--- src/rtl/rr_decoder_arbiter.sv ---
// rr_decoder_arbiter
//   Four-requester round-robin arbiter with a 2-to-4 grant decoder and a
//   per-owner hold limit. An owner keeps the grant while it requests, up to
//   MAX_HOLD consecutive cycles. Every grant ends with one RELEASE cycle in
//   which nobody is granted. Requests from non-owners never preempt.
//
// Ports
//   clk        rising-edge clock
//   rst        asynchronous, active-high reset
//   req[3:0]   level requests, bit i = requester i
//   gnt[3:0]   one-hot grant, decoded from gnt_idx when gnt_valid, else 0
//   gnt_idx    binary index of the current (or most recent) owner
//   gnt_valid  grant active
//   timeout    one-cycle pulse when a grant is force-released at MAX_HOLD
//
// MAX_HOLD must lie in 1..255.

module rr_decoder_arbiter #(
   parameter int MAX_HOLD = 8
) (
   input  logic       clk,
   input  logic       rst,
   input  logic [3:0] req,
   output logic [3:0] gnt,
   output logic [1:0] gnt_idx,
   output logic       gnt_valid,
   output logic       timeout
);

   localparam logic [7:0] MAX_HOLD_C = MAX_HOLD[7:0];

   typedef enum logic [1:0] {
      IDLE    = 2'd0,
      GRANT   = 2'd1,
      RELEASE = 2'd2
   } state_t;

   state_t     state_q,     state_d;
   logic [1:0] last_idx_q,  last_idx_d;
   logic [7:0] hold_cnt_q,  hold_cnt_d;
   logic [1:0] gnt_idx_q,   gnt_idx_d;
   logic       gnt_valid_q, gnt_valid_d;
   logic       timeout_q,   timeout_d;

   // Search last+1, last+2, last+3, last+4 (mod 4). Iterating from the far
   // end lets the nearest requester overwrite the result, so it wins. The
   // previous owner (offset 4) only wins when it is the sole requester.
   function automatic logic [1:0] pick_winner(input logic [1:0] last,
                                              input logic [3:0] r);
      logic [1:0] cand;
      pick_winner = last;
      for (int k = 4; k >= 1; k--) begin
         cand = last + 2'(k);
         if (r[cand]) pick_winner = cand;
      end
   endfunction

   always_comb begin
      state_d     = state_q;
      last_idx_d  = last_idx_q;
      hold_cnt_d  = hold_cnt_q;
      gnt_idx_d   = gnt_idx_q;
      gnt_valid_d = gnt_valid_q;
      timeout_d   = 1'b0;

      case (state_q)
         IDLE: begin
            if (req != 4'b0000) begin
               state_d     = GRANT;
               gnt_idx_d   = pick_winner(last_idx_q, req);
               gnt_valid_d = 1'b1;
               hold_cnt_d  = 8'd1;
            end
         end

         GRANT: begin
            // Owner drop is checked first so a drop on the final allowed
            // cycle is an ordinary release without a timeout pulse.
            if (!req[gnt_idx_q]) begin
               state_d     = RELEASE;
               gnt_valid_d = 1'b0;
               last_idx_d  = gnt_idx_q;
               hold_cnt_d  = 8'd0;
            end else if (hold_cnt_q < MAX_HOLD_C) begin
               hold_cnt_d  = hold_cnt_q + 8'd1;
            end else begin
               state_d     = RELEASE;
               gnt_valid_d = 1'b0;
               timeout_d   = 1'b1;
               last_idx_d  = gnt_idx_q;
               hold_cnt_d  = 8'd0;
            end
         end

         RELEASE: begin
            if (req != 4'b0000) begin
               state_d     = GRANT;
               gnt_idx_d   = pick_winner(last_idx_q, req);
               gnt_valid_d = 1'b1;
               hold_cnt_d  = 8'd1;
            end else begin
               state_d     = IDLE;
            end
         end

         default: begin
            state_d     = IDLE;
            gnt_valid_d = 1'b0;
            hold_cnt_d  = 8'd0;
         end
      endcase
   end

   always_ff @(posedge clk or posedge rst) begin
      if (rst) begin
         state_q     <= IDLE;
         last_idx_q  <= 2'd3;  // first search after reset starts at requester 0
         hold_cnt_q  <= 8'd0;
         gnt_idx_q   <= 2'd0;
         gnt_valid_q <= 1'b0;
         timeout_q   <= 1'b0;
      end else begin
         state_q     <= state_d;
         last_idx_q  <= last_idx_d;
         hold_cnt_q  <= hold_cnt_d;
         gnt_idx_q   <= gnt_idx_d;
         gnt_valid_q <= gnt_valid_d;
         timeout_q   <= timeout_d;
      end
   end

   // Decoder driven only by registered state, so gnt follows the async reset
   // immediately and can never be decoded straight from req.
   always_comb begin
      gnt = 4'b0000;
      if (gnt_valid_q) gnt[gnt_idx_q] = 1'b1;
   end

   assign gnt_idx   = gnt_idx_q;
   assign gnt_valid = gnt_valid_q;
   assign timeout   = timeout_q;

endmodule

--- config.mk ---
export PLATFORM = sky130hd
export DESIGN_NAME = rr_decoder_arbiter
export DESIGN_NICKNAME = d
export VERILOG_FILES = /design/src/rtl/rr_decoder_arbiter.sv
export SDC_FILE = /design/constraint.sdc
export NUM_CORES = 1
export LEC_CHECK = 0
export ABC_AREA = 0
export CAP_MARGIN = 20
export CORE_ASPECT_RATIO = 1.2
export CORE_MARGIN = 2
export CORE_UTILIZATION = 26
export DETAILED_ROUTE_END_ITERATION = 10
export PLACE_DENSITY = 0.42
export REMOVE_ABC_BUFFERS = 1
export SYNTH_ARGS = -nofsm -noshare
export SYNTH_HDL_FRONTEND = slang
export SYNTH_SLANG_ARGS = --single-unit
--- constraint.sdc ---
create_clock -name clk -period 2.2 [get_ports clk]
set_input_delay 0.22 -clock clk [delete_from_list [all_inputs] [get_ports clk]]
set_output_delay 0.22 -clock clk [all_outputs]
set_load 0.03 [all_outputs]
# Yosys cells after proc, flatten, opt, wreduce, memory -nomap -nowiden
# Cells that the tools add are included.
# classes
eq_ne,6
magnitude_cmp,6
add_sub_neg,4
mux,32
reduce_logical,8
# ops
op,count
8-bit two-way mux,3
2-bit two-way mux,8
8-bit one-hot mux with 2 select lines,1
"2-bit by 3-bit < comparator with 1-bit output, second input constant",4
1-bit two-way mux,12
"8-bit by 1-bit adder with 8-bit output, second input constant",1
1-bit binary-select mux with 2-bit select,4
"8-bit by 4-bit < comparator with 1-bit output, second input constant",1
2-bit AND reduction,4
2-bit one-hot mux with 3 select lines,1
"2-bit adder, second input constant",2
4-bit two-way mux,1
"2-bit inequality test, second input constant",2
4-bit nonzero test,1
"3-bit inequality test, second input constant",1
"2-bit by 1-bit adder with 2-bit output, second input constant",1
1-bit demux with 2-bit select,1
"2-bit by 1-bit equality test with 1-bit output, second input constant",1
"2-bit equality test, second input constant",1
"2-bit by 1-bit >= comparator with 1-bit output, second input constant",1
2-bit logical NOT,1
"2-bit by 1-bit inequality test with 1-bit output, second input constant",1
1-bit one-hot mux with 2 select lines,1
2-bit OR reduction,1
1-bit logical AND,1
# word_totals
regBits,16
in_bits,6
output_inout_bits,8

# Depth between registers and ports, before layout
# Gate-level depths: netlist of run 1.
# logic_depth
depth_word,6
mapped_depth,4

# Worst setup path before layout of run 1
# OpenSTA, ideal clock, no wires.
# synth_path
kind,register to register
start,"reg gnt_idx_q[0], in the netlist gnt_idx[0]"
end,reg last_idx_q[0]
slack_ns,0.382
path_buffers,0
setup_ns,0.082
arrival_ns,1.736
stages_incl_launch_ff,4
period_less_slack_ns,1.818
required_ns,2.118
path_cell_list,dfrtp_1 -> mux4_2 -> a21boi_4 -> mux2_2
# synth_via
elab_chain_len,4
# synth_rtl
element,line_no,rtl
"start, declared",41,"logic [1:0] gnt_idx_q, gnt_idx_d;"
"start signal, assigned",126,gnt_idx_q <= gnt_idx_d;
1-bit binary-select mux with 2-bit select,79,if (!req[gnt_idx_q]) begin
1-bit two-way mux (implied by the code),79,
2-bit inequality test (no line),-,
2-bit AND reduction (no line),-,
"end signal, assigned",124,last_idx_q <= last_idx_d;
"end, declared",39,"logic [1:0] last_idx_q, last_idx_d;"
# Several ways; a longest one is shown, not always the timed one. The select of a mux whose other input is x is not followed.
# A chain may end at the register's enable or synchronous reset.

# Worst setup path in the final report of run 1
# layout_path
start,"reg gnt_idx_q[0], in the netlist gnt_idx[0]"
end,out gnt[2]
# layout_via
elab_chain_len,5
# layout_rtl
element,line_no,rtl
2-bit by 3-bit < comparator with 1-bit output (implied by the code) / 2-bit by 1-bit >= comparator with 1-bit output (equally long branches),136,if (gnt_valid_q) gnt[gnt_idx_q] = 1'b1;
1-bit logical AND (implied by the code),136,
1-bit two-way mux (implied by the code),136,
1-bit demux with 2-bit select (*),136,
4-bit two-way mux (*),136,
"end, declared",24,"output logic [3:0] gnt,"
# Every way passes the cells marked *; elsewhere a longest branch is shown, timed or not.

==> summary.txt, run 1 <==
Clocking
  – Clock-pin slew on the worst setup and hold paths: 0.10 ns
  – H-tree depth: 1
  – Resize count post-CTS: 0
  – CTS Buffer Depth: 2
  – Post-CTS Setup Bufs: 0
  – Total CTS buffers: 3
  – CTS tree: built
  – Clock Sinks: 16
  – Clk Latency, worst-skew pair: 0.28 ns
  – # hold bufs at CTS: 0
  – Clock Root Buffer: clkbuf_4

Detailed routing
  – WL final: 1630 um
  – 1st-pass router iterations: 2
  – Remaining DRCs: 0
  – Routed WL per cell: 12.9 um
  – Routed Antenna Nets: 0
  – Via-per-instance ratio: 4.77
  – Vias post-DR: 601
  – DRT iter0 DRCs: 6

Yosys
  – Distinct cells, synth: 32
  – Synth warn: 0
  – Seq/Total Area, Yosys: 0.492
  – Synth Register Bits: 16
  – Mapped Avg Cell Area: 11.4 um2
  – Synth top area share: 0.428
  – Area contributors post-synth: dfrtp_1 43%, dfstp_2 6.4%, o21ai_0 4.3%, mux2_2 4.1%, nand4b_4 2.9%
  – Synth area leader: dfrtp_1
  – Cells after Synth: 72
  – Cell Area, Synth: 818 um2

Die
  – Core Area: 3030 um2
  – Die height: 65.5 um
  – Die area: 3610 um2
  – Row cnt: 22
  – Io pins: 14
  – Die Wd: 55.2 um
  – Initial Util: 0.270

Timing
  – RSZ-0062 raised after global routing: false
  – Max-slew violations: 0
  – Final setup violating endpoints: 0
  – Max Clock Skew: 0.00298 ns
  – Worst-Margin Slew: 0.614 ns
  – Fmax: 0.525 GHz
  – Endpoints failing hold: 0
  – Period utilization: 0.866
  – TNS Setup: 0 ns
  – Worst relative slew slack: 0.590
  – Final min period: 1.90 ns

Worst setup path
  – Crit path max-delay family: buffers and inverters
  – Worst path required time: 1.98 ns
  – Cell breakdown of the critical path: and3b_2 > clkdlybuf4s50_1
  – Worst reg2reg startpoint: gnt_idx[0]
  – Crit Path Max Fanout: 8
  – CP Launch Type: flop
  – R2R depth: 3
  – Flop-to-flop setup slack: 0.46 ns
  – CP bufs+invs: 1
  – Critical Path Max Stage Delay: 0.66 ns
  – CP Data Arrival Time: 1.68 ns
  – Slowest CP cell: clkdlybuf4s50_1
  – CP endpoint kind: primary output
  – FF-to-FF End: last_idx_q[0]
  – Crit path kind: flop to primary output

Power
  – P_leak: 0.450 nW
  – Net Sw Power: 499 uW
  – Power share of the sequential group: 0.400
  – Comb pwr share: 0.447
  – Sw Share: 0.391
  – Internal Power: 777 uW
  – Pwr dens: 1230 nW/um2
  – Clock Power Share: 0.152
  – Max VDD drop: 0.353 mV
  – Total Power: 1.28 mW

Global route
  – GRT overflow: 0
  – Initial antenna violation count: 0
  – Pin count of the biggest net entering global routing: 17
  – Total track usage: 0.0991
  – Vias in the first global route: 579
  – First-pass GRT wire length: 2770 um

Layout
  – Share of cells above drive strength 1: 0.200
  – ANT cells: 0
  – Fillers: 323
  – Final net count: 98
  – Post-layout instance area: 1040 um2
  – Area growth syn-to-layout: 26.8%

Flow run
  – Max-cap violations: 0

Place
  – PortBufs: 13
  – Placed instance area: 1000 um2
  – Gpl congestion: 0.705
  – DP HPWL: 1200 um

Hold path
  – Hold Crit Class: input port to asynchronous set/reset pin

Run status
  – Outcome: complete, no violations
synthesized netlist by cell type:
cell	n
and2b_2	1
a31oi_1	1
a21o_1	1
nor2_1	6
a21oi_1	3
nand4b_4	1
a22oi_1	1
a41oi_1	1
mux2_2	3
ha_1	1
mux2i_1	1
and3b_2	1
o22a_1	1
nor3b_1	1
o21ai_0	7
nand2b_1	2
a21boi_4	1
dfrtp_1	14
a2bb2oi_1	1
nor4b_2	1
mux4_2	1
a32oi_1	1
or4_1	1
and2b_1	1
and3_2	1
nor4_1	1
inv_1	4
nor4_4	1
nand2_1	6
dfstp_2	2
nand3_1	1
and3_1	3
state kept, by name, summed over array words and instances, names as in the netlist:
name / count
hold_cnt_q: 8
timeout: 1
gnt_valid: 1
gnt_idx: 2
last_idx_q: 2
state_q: 2
cell type report:
class	instances	area [um2]	share of cell area
sequential	16	403	0.388
multi-input combinational	52	400	0.386
timing repair buffer	14	138	0.133
tap	36	45.0	0.0434
clock buffer	4	36.3	0.0350
inverter	4	15.0	0.0145
metal layers:
layer / vias up / track usage / wire (um)
met4: 0 / 0.0549 / 33
li1: 302 / - / -
met3: 4 / 0.0217 / 55
met1: 286 / 0.120 / 775
met2: 9 / 0.164 / 767
met5: - / 0 / 0
worst reg2reg max path: cells and delay by family (launching register included):
kind / cells / cell delay (ns)
muxes: 2 / 0.97
AOI/OAI and AO/OA: 1 / 0.21
DFF: 1 / 0.50
stage by stage:
step,std cells,utilization,setup WS (ns),hold slack [ns]
2_1_floorplan,72,-,0.382,0.132
3_3_place_gp,122,0.331,0.253,0.518
3_5_place_dp,122,0.331,0.236,0.512
4_1_cts,126,0.343,0.268,0.325
5_1_grt,126,0.343,0.204,0.357
6_report,126,0.343,0.295,0.300
worst max-delay path by stage:
stage | depth (start not counted) | slack [ns] | end | startpoint
floorplan | 3 | 0.38 | last_idx_q[0] | gnt_idx[0]
global placement | 4 | 0.25 | last_idx_q[1] | req[1]
detailed placement | 4 | 0.24 | last_idx_q[1] | req[3]
CTS | 2 | 0.27 | gnt[2] | gnt_idx[0]
global route | 2 | 0.20 | gnt[0] | gnt_idx[0]
finish | 2 | 0.30 | gnt[2] | gnt_idx[0]
cells in the final DEF, fill, tap and decap left out, drive strengths merged, types with 2 or more instances in the layout:
cell type and instances:
inv 4, clkbuf 4, nor2 6, nor4 2, o21ai 7, dfstp 2, nand2b 2, nand2 6
mux2 3, dfrtp 14, a21oi 3, and2b 2, clkdlybuf4s50 13, and3 4
power by group through the flow:
stage | Clock [mW] | Sequential, mW | Combinational, mW
global placement | 0 | 0.524 | 0.582
CTS | 0.201 | 0.517 | 0.580
finish | 0.194 | 0.511 | 0.571
detailed placement | 0 | 0.521 | 0.578
floorplan | 0 | 0.538 | 0.367
global route | 0.211 | 0.540 | 0.621
cell families (layout without fill, tap and decap cells):
kind of cell / after synthesis / after routing / synth area share
flip-flops: 16 / 16 / 0.492
adder cells (fa/ha/maj): 1 / 1 / 0.0153
multiplexers: 5 / 5 / 0.0810
AO/OA/AOI/OAI: 18 / 18 / 0.153
buffers and inverters: 4 / 22 / 0.0183
AND/OR/NAND/NOR: 28 / 28 / 0.240
Power figures use the tool's default switching activity.
==> inputs of run 2 (changes only) <==
- DONT_BUFFER_PORTS: unset -> 1
- PLACE_DENSITY: 0.42 -> 0.36
==> run 2 against run 1 <==
  * Sequential share of layout area is 4.5 points higher
  * Clock power decreased by 21%
  * Register-to-register slack improved by 0.16 ns
  * Worst setup slack gained 0.30 ns
  * Non-clock buffer count shrank 9
  * Flip-flop and latch count is the same
  * Worst hold slack got worse by 0.19 ns
  * Utilization shrank 3.6 points
  * Final cell count down 7.1%
  * Critical path type unchanged
==> summary.txt, run 2 (synthesis results as in run 1) <==
Layout
  – Final net count: 89 (-9.2%)
  – Core Util, Final: 0.307 (-0.0355)
  – Most frequent cells in the layout: 14 x dfrtp_1, 7 x o21ai_0, 6 x nor2_1, 6 x nand2_1
  – Area growth syn-to-layout: 13.6%
  – Post-layout instance area: 930 um2 (-10%)
  – Top reg by flops: hold_cnt_q
  – ANT cells: 0 (unchanged)
  – Share of cells above drive strength 1: 0.247 (+0.0469)
  – Commonest non-fill, non-tap cell in the layout: dfrtp_1
  – Max reg flops: 8 (unchanged)

Clocking
  – # hold bufs at CTS: 1 (+1)
  – Clock Root Buffer: clkbuf_4
  – H-tree depth: 1 (unchanged)
  – Clock-pin slew on the worst setup and hold paths: 0.08 ns (-0.02 ns)
  – Post-CTS Setup Bufs: 0 (unchanged)
  – Clock Sinks: 16 (unchanged)
  – CTS Buffer Depth: 2 (unchanged)
  – Total CTS buffers: 3 (unchanged)
  – CTS tree: built
  – Resize count post-CTS: 0 (unchanged)
  – Clk Latency, worst-skew pair: 0.28 ns (about the same)

Worst setup path
  – Crit path kind: flop to primary output
  – FF-to-FF End: last_idx_q[1]
  – CP Launch Type: flop
  – Worst reg2reg startpoint: gnt_idx[0]
  – Crit Path Max Fanout: 6 (-2)
  – CP Data Arrival Time: 1.38 ns (-0.30 ns)
  – R2R depth: 3 (unchanged)
  – Worst path required time: 1.98 ns (about the same)
  – CP endpoint kind: primary output
  – Flop-to-flop setup slack: 0.62 ns (+0.16 ns)

Place
  – Gpl congestion: 0.640 (-9.3%)
  – DP HPWL: 1270 um (+5.3%)
  – Setup WS pre-CTS: 0.626 ns (+0.390 ns)
  – PortBufs: 0 (-13)
  – Placed instance area: 893 um2 (-11%)

Power
  – Pwr dens: 1270 nW/um2 (+2.8%)
  – P_leak: 0.415 nW (-7.9%)
  – Max VDD drop: 0.485 mV (+37%)

Detailed routing
  – Via-per-instance ratio: 4.97 (+4.1%)
  – Remaining DRCs: 0 (unchanged)
  – Routed WL per cell: 14.0 um (+8.0%)
  – DRT iter0 DRCs: 20 (+14)
  – WL final: 1640 um (+0.31%)
  – 1st-pass router iterations: 4 (+2)
  – Routed Antenna Nets: 0 (unchanged)
  – Vias post-DR: 581 (-3.3%)

Timing
  – Period utilization: 0.728 (-0.138)
  – Worst-Margin Slew: 0.620 ns (+0.00520 ns)
  – Max-slew violations: 0 (unchanged)
  – RSZ-0062 raised after global routing: false
  – Final min period: 1.60 ns (-0.304 ns)
  – Max Clock Skew: 0.00798 ns (+0.00500 ns)
  – Endpoints failing hold: 0 (unchanged)
  – TNS Setup: 0 ns (unchanged)
  – Hold_ws: 0.111 ns (-0.189 ns)
  – Final WS setup: 0.599 ns (+0.304 ns)
  – Final setup violating endpoints: 0 (unchanged)
  – Worst relative slew slack: 0.586 (-0.00347)
  – Fmax: 0.625 GHz (+19%)

Global route
  – Pin count of the biggest net entering global routing: 17 (unchanged)
  – M1 GR Usage: 0.123 (+0.00308)
  – Vias in the first global route: 585 (+1.0%)
  – Grt met3 use: 0.0256 (+0.00394)
  – GRT overflow: 0 (unchanged)
  – Most Crowded Layer GR: met2
  – Total track usage: 0.0980 (-0.00110)
  – Met2 GRT Util: 0.162 (-0.00149)
  – Initial antenna violation count: 0 (unchanged)
  – First-pass GRT wire length: 2800 um (+1.3%)

Die
  – Row cnt: 22 (unchanged)
  – Core Area: 3030 um2 (unchanged)
  – Die area: 3610 um2 (unchanged)
  – Die height: 65.5 um (unchanged)
  – Die Wd: 55.2 um (unchanged)
  – Io pins: 14 (unchanged)
  – Initial Util: 0.270 (unchanged)

Hold path
  – Min-Delay Startpoint: req[3]
  – Min-Delay Endpoint: gnt_idx[0]
  – WHS Path Cells: 2
  – Hold Crit Class: input port to flop

Flow run
  – Max-cap violations: 0 (unchanged)

Run status
  – Outcome: complete, no violations
## run 2: cell count changes in the layout (fill, tap and decap cells not counted), sizes merged
cell           delta
clkdlybuf4s50    -13
dlygate4sd3       +1
buf               +3
## run 2: worst max-delay path by stage
stage / start / end / slack (ns) / cells past startpoint
finish: gnt_valid / gnt[1] / 0.60 / 2
global route: gnt_valid / gnt[1] / 0.51 / 2
detailed placement: gnt_idx[0] / last_idx_q[1] / 0.63 / 3
CTS: gnt_valid / gnt[1] / 0.58 / 2
global placement: gnt_idx[0] / last_idx_q[1] / 0.64 / 3
floorplan: gnt_idx[0] / last_idx_q[0] / 0.38 / 3
## run 2: critical path, stage by stage (launching register included)
cell     delay [ns]
dfrtp_1        0.58
nand2_1        0.09
nor2_1         0.43
## run 2: final cells by class
| class | count | area [um2] |
|---|---|---|
| Clock buffer | 4 | 26.3 |
| Inverter | 4 | 15.0 |
| Multi-Input combinational cell | 52 | 400 |
| Fill cell | 334 | 2100 |
| Sequential cell | 16 | 403 |
| Tap cell | 36 | 45.0 |
| Timing Repair Buffer | 5 | 40.0 |
## run 2: per-layer routing
metal | share of wire | wire, um | vias up
met5 | 0 | 0 | -
met4 | 0.0073 | 12 | 0
met3 | 0.037 | 60 | 2
met2 | 0.50 | 824 | 7
met1 | 0.45 | 739 | 292
li1 | - | - | 280
## run 2: metrics by stage
stage,cells,total power [mW]
CTS,117,1.19
floorplan,72,0.905
global route,117,1.27
detailed placement,112,1.03
finish,117,1.18
global placement,112,1.04
## run 2: report_power, final
part	total [mW]	switching [mW]	internal [mW]
combinational	0.520	0.293	0.226
sequential	0.504	0.109	0.394
clock	0.153	0.0832	0.0702
==> inputs of run 3 (changes only) <==
- clock period: 2.2 -> 1.58 ns (I/O delays scaled with it)
==> run 3 against run 2 <==
  * Utilization rose by 0.74 points
  * First-iteration DRC count fell by 75%
  * Total power rose by 45%
  * Worst hold slack got worse by 0.081 ns
  * Via count rose by 2.2%
  * Global-route usage rose by 1.1 points
  * Final cell count rose by 1.7%
  * Cell area rose by 2.4%
  * Clock skew rose by 0.00059 ns
==> summary.txt, run 3 (synthesis results as in run 1) <==
Global route
  – GRT overflow: 0 (unchanged)
  – Total track usage: 0.109 (+0.0109)
  – Vias in the first global route: 657 (+12%)
  – First-pass GRT wire length: 3050 um (+8.9%)
  – Pin count of the biggest net entering global routing: 17 (unchanged)
  – Initial antenna violation count: 0 (unchanged)

Layout
  – Post-layout instance area: 952 um2 (+2.4%)
  – Most frequent cells in the layout: 14 x dfrtp_1, 7 x o21ai_0, 6 x nor2_1, 6 x nand2_1, 6 x buf_4
  – Share of cells above drive strength 1: 0.265 (+0.0181)
  – Area growth syn-to-layout: 16.4%
  – Core Util, Final: 0.314 (+0.00744)
  – Final cell count without fillers: 119 (+1.7%)
  – Max reg flops: 8 (unchanged)
  – Final net count: 91 (+2.2%)
  – Commonest non-fill, non-tap cell in the layout: dfrtp_1
  – ANT cells: 0 (unchanged)
  – Top reg by flops: hold_cnt_q

Power
  – P_leak: 0.433 nW (+4.3%)
  – Total Power: 1.70 mW (+45%)
  – Max VDD drop: 0.748 mV (+54%)
  – Pwr dens: 1790 nW/um2 (+41%)

Clocking
  – CTS Buffer Depth: 2 (unchanged)
  – Total CTS buffers: 3 (unchanged)
  – Clock Root Buffer: clkbuf_4
  – Clock-pin slew on the worst setup and hold paths: 0.08 ns (about the same)
  – Clock Sinks: 16 (unchanged)
  – CTS tree: built
  – H-tree depth: 1 (unchanged)
  – Post-CTS Setup Bufs: 0 (unchanged)
  – Clk Latency, worst-skew pair: 0.29 ns (about the same)

Die
  – Row cnt: 22 (unchanged)
  – Die height: 65.5 um (unchanged)
  – Initial Util: 0.270 (unchanged)
  – Die area: 3610 um2 (unchanged)
  – Core Area: 3030 um2 (unchanged)
  – Io pins: 14 (unchanged)
  – Die Wd: 55.2 um (unchanged)

Place
  – Setup WS pre-CTS: 0.0200 ns (-0.606 ns)
  – DP HPWL: 1290 um (+1.5%)
  – Placed cell count: 114 (+1.8%)
  – PortBufs: 0 (unchanged)
  – Gpl congestion: 0.705 (+10%)
  – Placed instance area: 908 um2 (+1.7%)

Hold path
  – Hold Crit Class: input port to flop

Timing
  – Hold_ws: 0.0304 ns (-0.0808 ns)
  – RSZ-0062 raised after global routing: true
  – Final WS setup: 0.0167 ns (-0.583 ns)
  – Fmax: 0.640 GHz
  – Period utilization: 0.989
  – Endpoints failing hold: 0 (unchanged)
  – Final setup violating endpoints: 0 (unchanged)
  – TNS Setup: 0 ns (unchanged)
  – Max-slew violations: 0 (unchanged)
  – Worst relative slew slack: 0.592 (+0.00567)
  – Worst-Margin Slew: 0.611 ns (-0.00849 ns)
  – Max Clock Skew: 0.00857 ns (+0.000592 ns)
  – Final min period: 1.56 ns

Worst setup path
  – Crit Path Max Fanout: 3 (-3)
  – Crit path kind: flop to flop
  – Flop-to-flop setup slack: 0.02 ns (-0.60 ns)
  – CP Launch Type: flop
  – CP endpoint kind: flop
  – CP Data Arrival Time: 1.78 ns (+0.40 ns)
  – Worst path required time: 1.79 ns (-0.19 ns)

Run status
  – Outcome: complete, no violations

Detailed routing
  – WL final: 1630 um (-0.43%)
  – 1st-pass router iterations: 3 (-1)
  – DRT iter0 DRCs: 5 (-75%)
  – Routed Antenna Nets: 0 (unchanged)
  – Vias post-DR: 594 (+2.2%)
  – Via-per-instance ratio: 4.99 (+0.52%)
  – Routed WL per cell: 13.7 um (-2.1%)
  – Remaining DRCs: 0 (unchanged)

Flow run
  – Max-cap violations: 0 (unchanged)
## run 3: cell types whose count changed in the layout (fill, tap and decap cells not counted), sizes merged
cell / before / now
buf: 4 / 6
## run 3: critical path: stages, from the launching register on
cell	delay (ns)
dfrtp_1	0.37
mux4_2	0.58
a21boi_4	0.23
mux2_4	0.31
## run 3: timing repair
item	4_1_cts	5_1_grt
hold buffers	1	0
pin swaps	1	1
resized for setup	0	2
hold endpoints to repair	14	0
endpoints found under the setup margin	2	2
## run 3: power breakdown
part / leakage (nW) / switching (mW) / total [mW] / internal [mW]
Sequential: 0.204 / 0.122 / 0.671 / 0.550
Clock: 0.0150 / 0.125 / 0.223 / 0.0981
Combinational: 0.214 / 0.446 / 0.810 / 0.365
## run 3: final timing paths
kind	depth (start not counted)	endpoint	start
worst min-delay path	2	gnt_idx[0]	req[3]
worst max-delay path	3	last_idx_q[1]	gnt_idx[0]
worst max register to register	3	last_idx_q[1]	gnt_idx[0]
max in group asynchronous	2	hold_cnt_q[6]	rst
min in group asynchronous	2	gnt_valid	rst
worst min register to register	1	hold_cnt_q[0]	hold_cnt_q[0]
## run 3: routing by layer
| layer | global-route usage | up-vias | share of wire |
|---|---|---|---|
| li1 | - | 288 | - |
| met1 | 0.119 | 293 | 0.43 |
| met2 | 0.193 | 9 | 0.51 |
| met3 | 0.0413 | 4 | 0.050 |
| met4 | 0.0366 | 0 | 0.014 |
| met5 | 0 | - | 0 |
## run 3: area by class of cell
cell class | instances | area (um2)
flip-flops and latches | 16 | 403
multi-input cells | 52 | 408
well taps | 36 | 45.0
repair buffers | 7 | 55.1
fillers | 331 | 2080
clock buffers | 4 | 26.3
inverters | 4 | 15.0
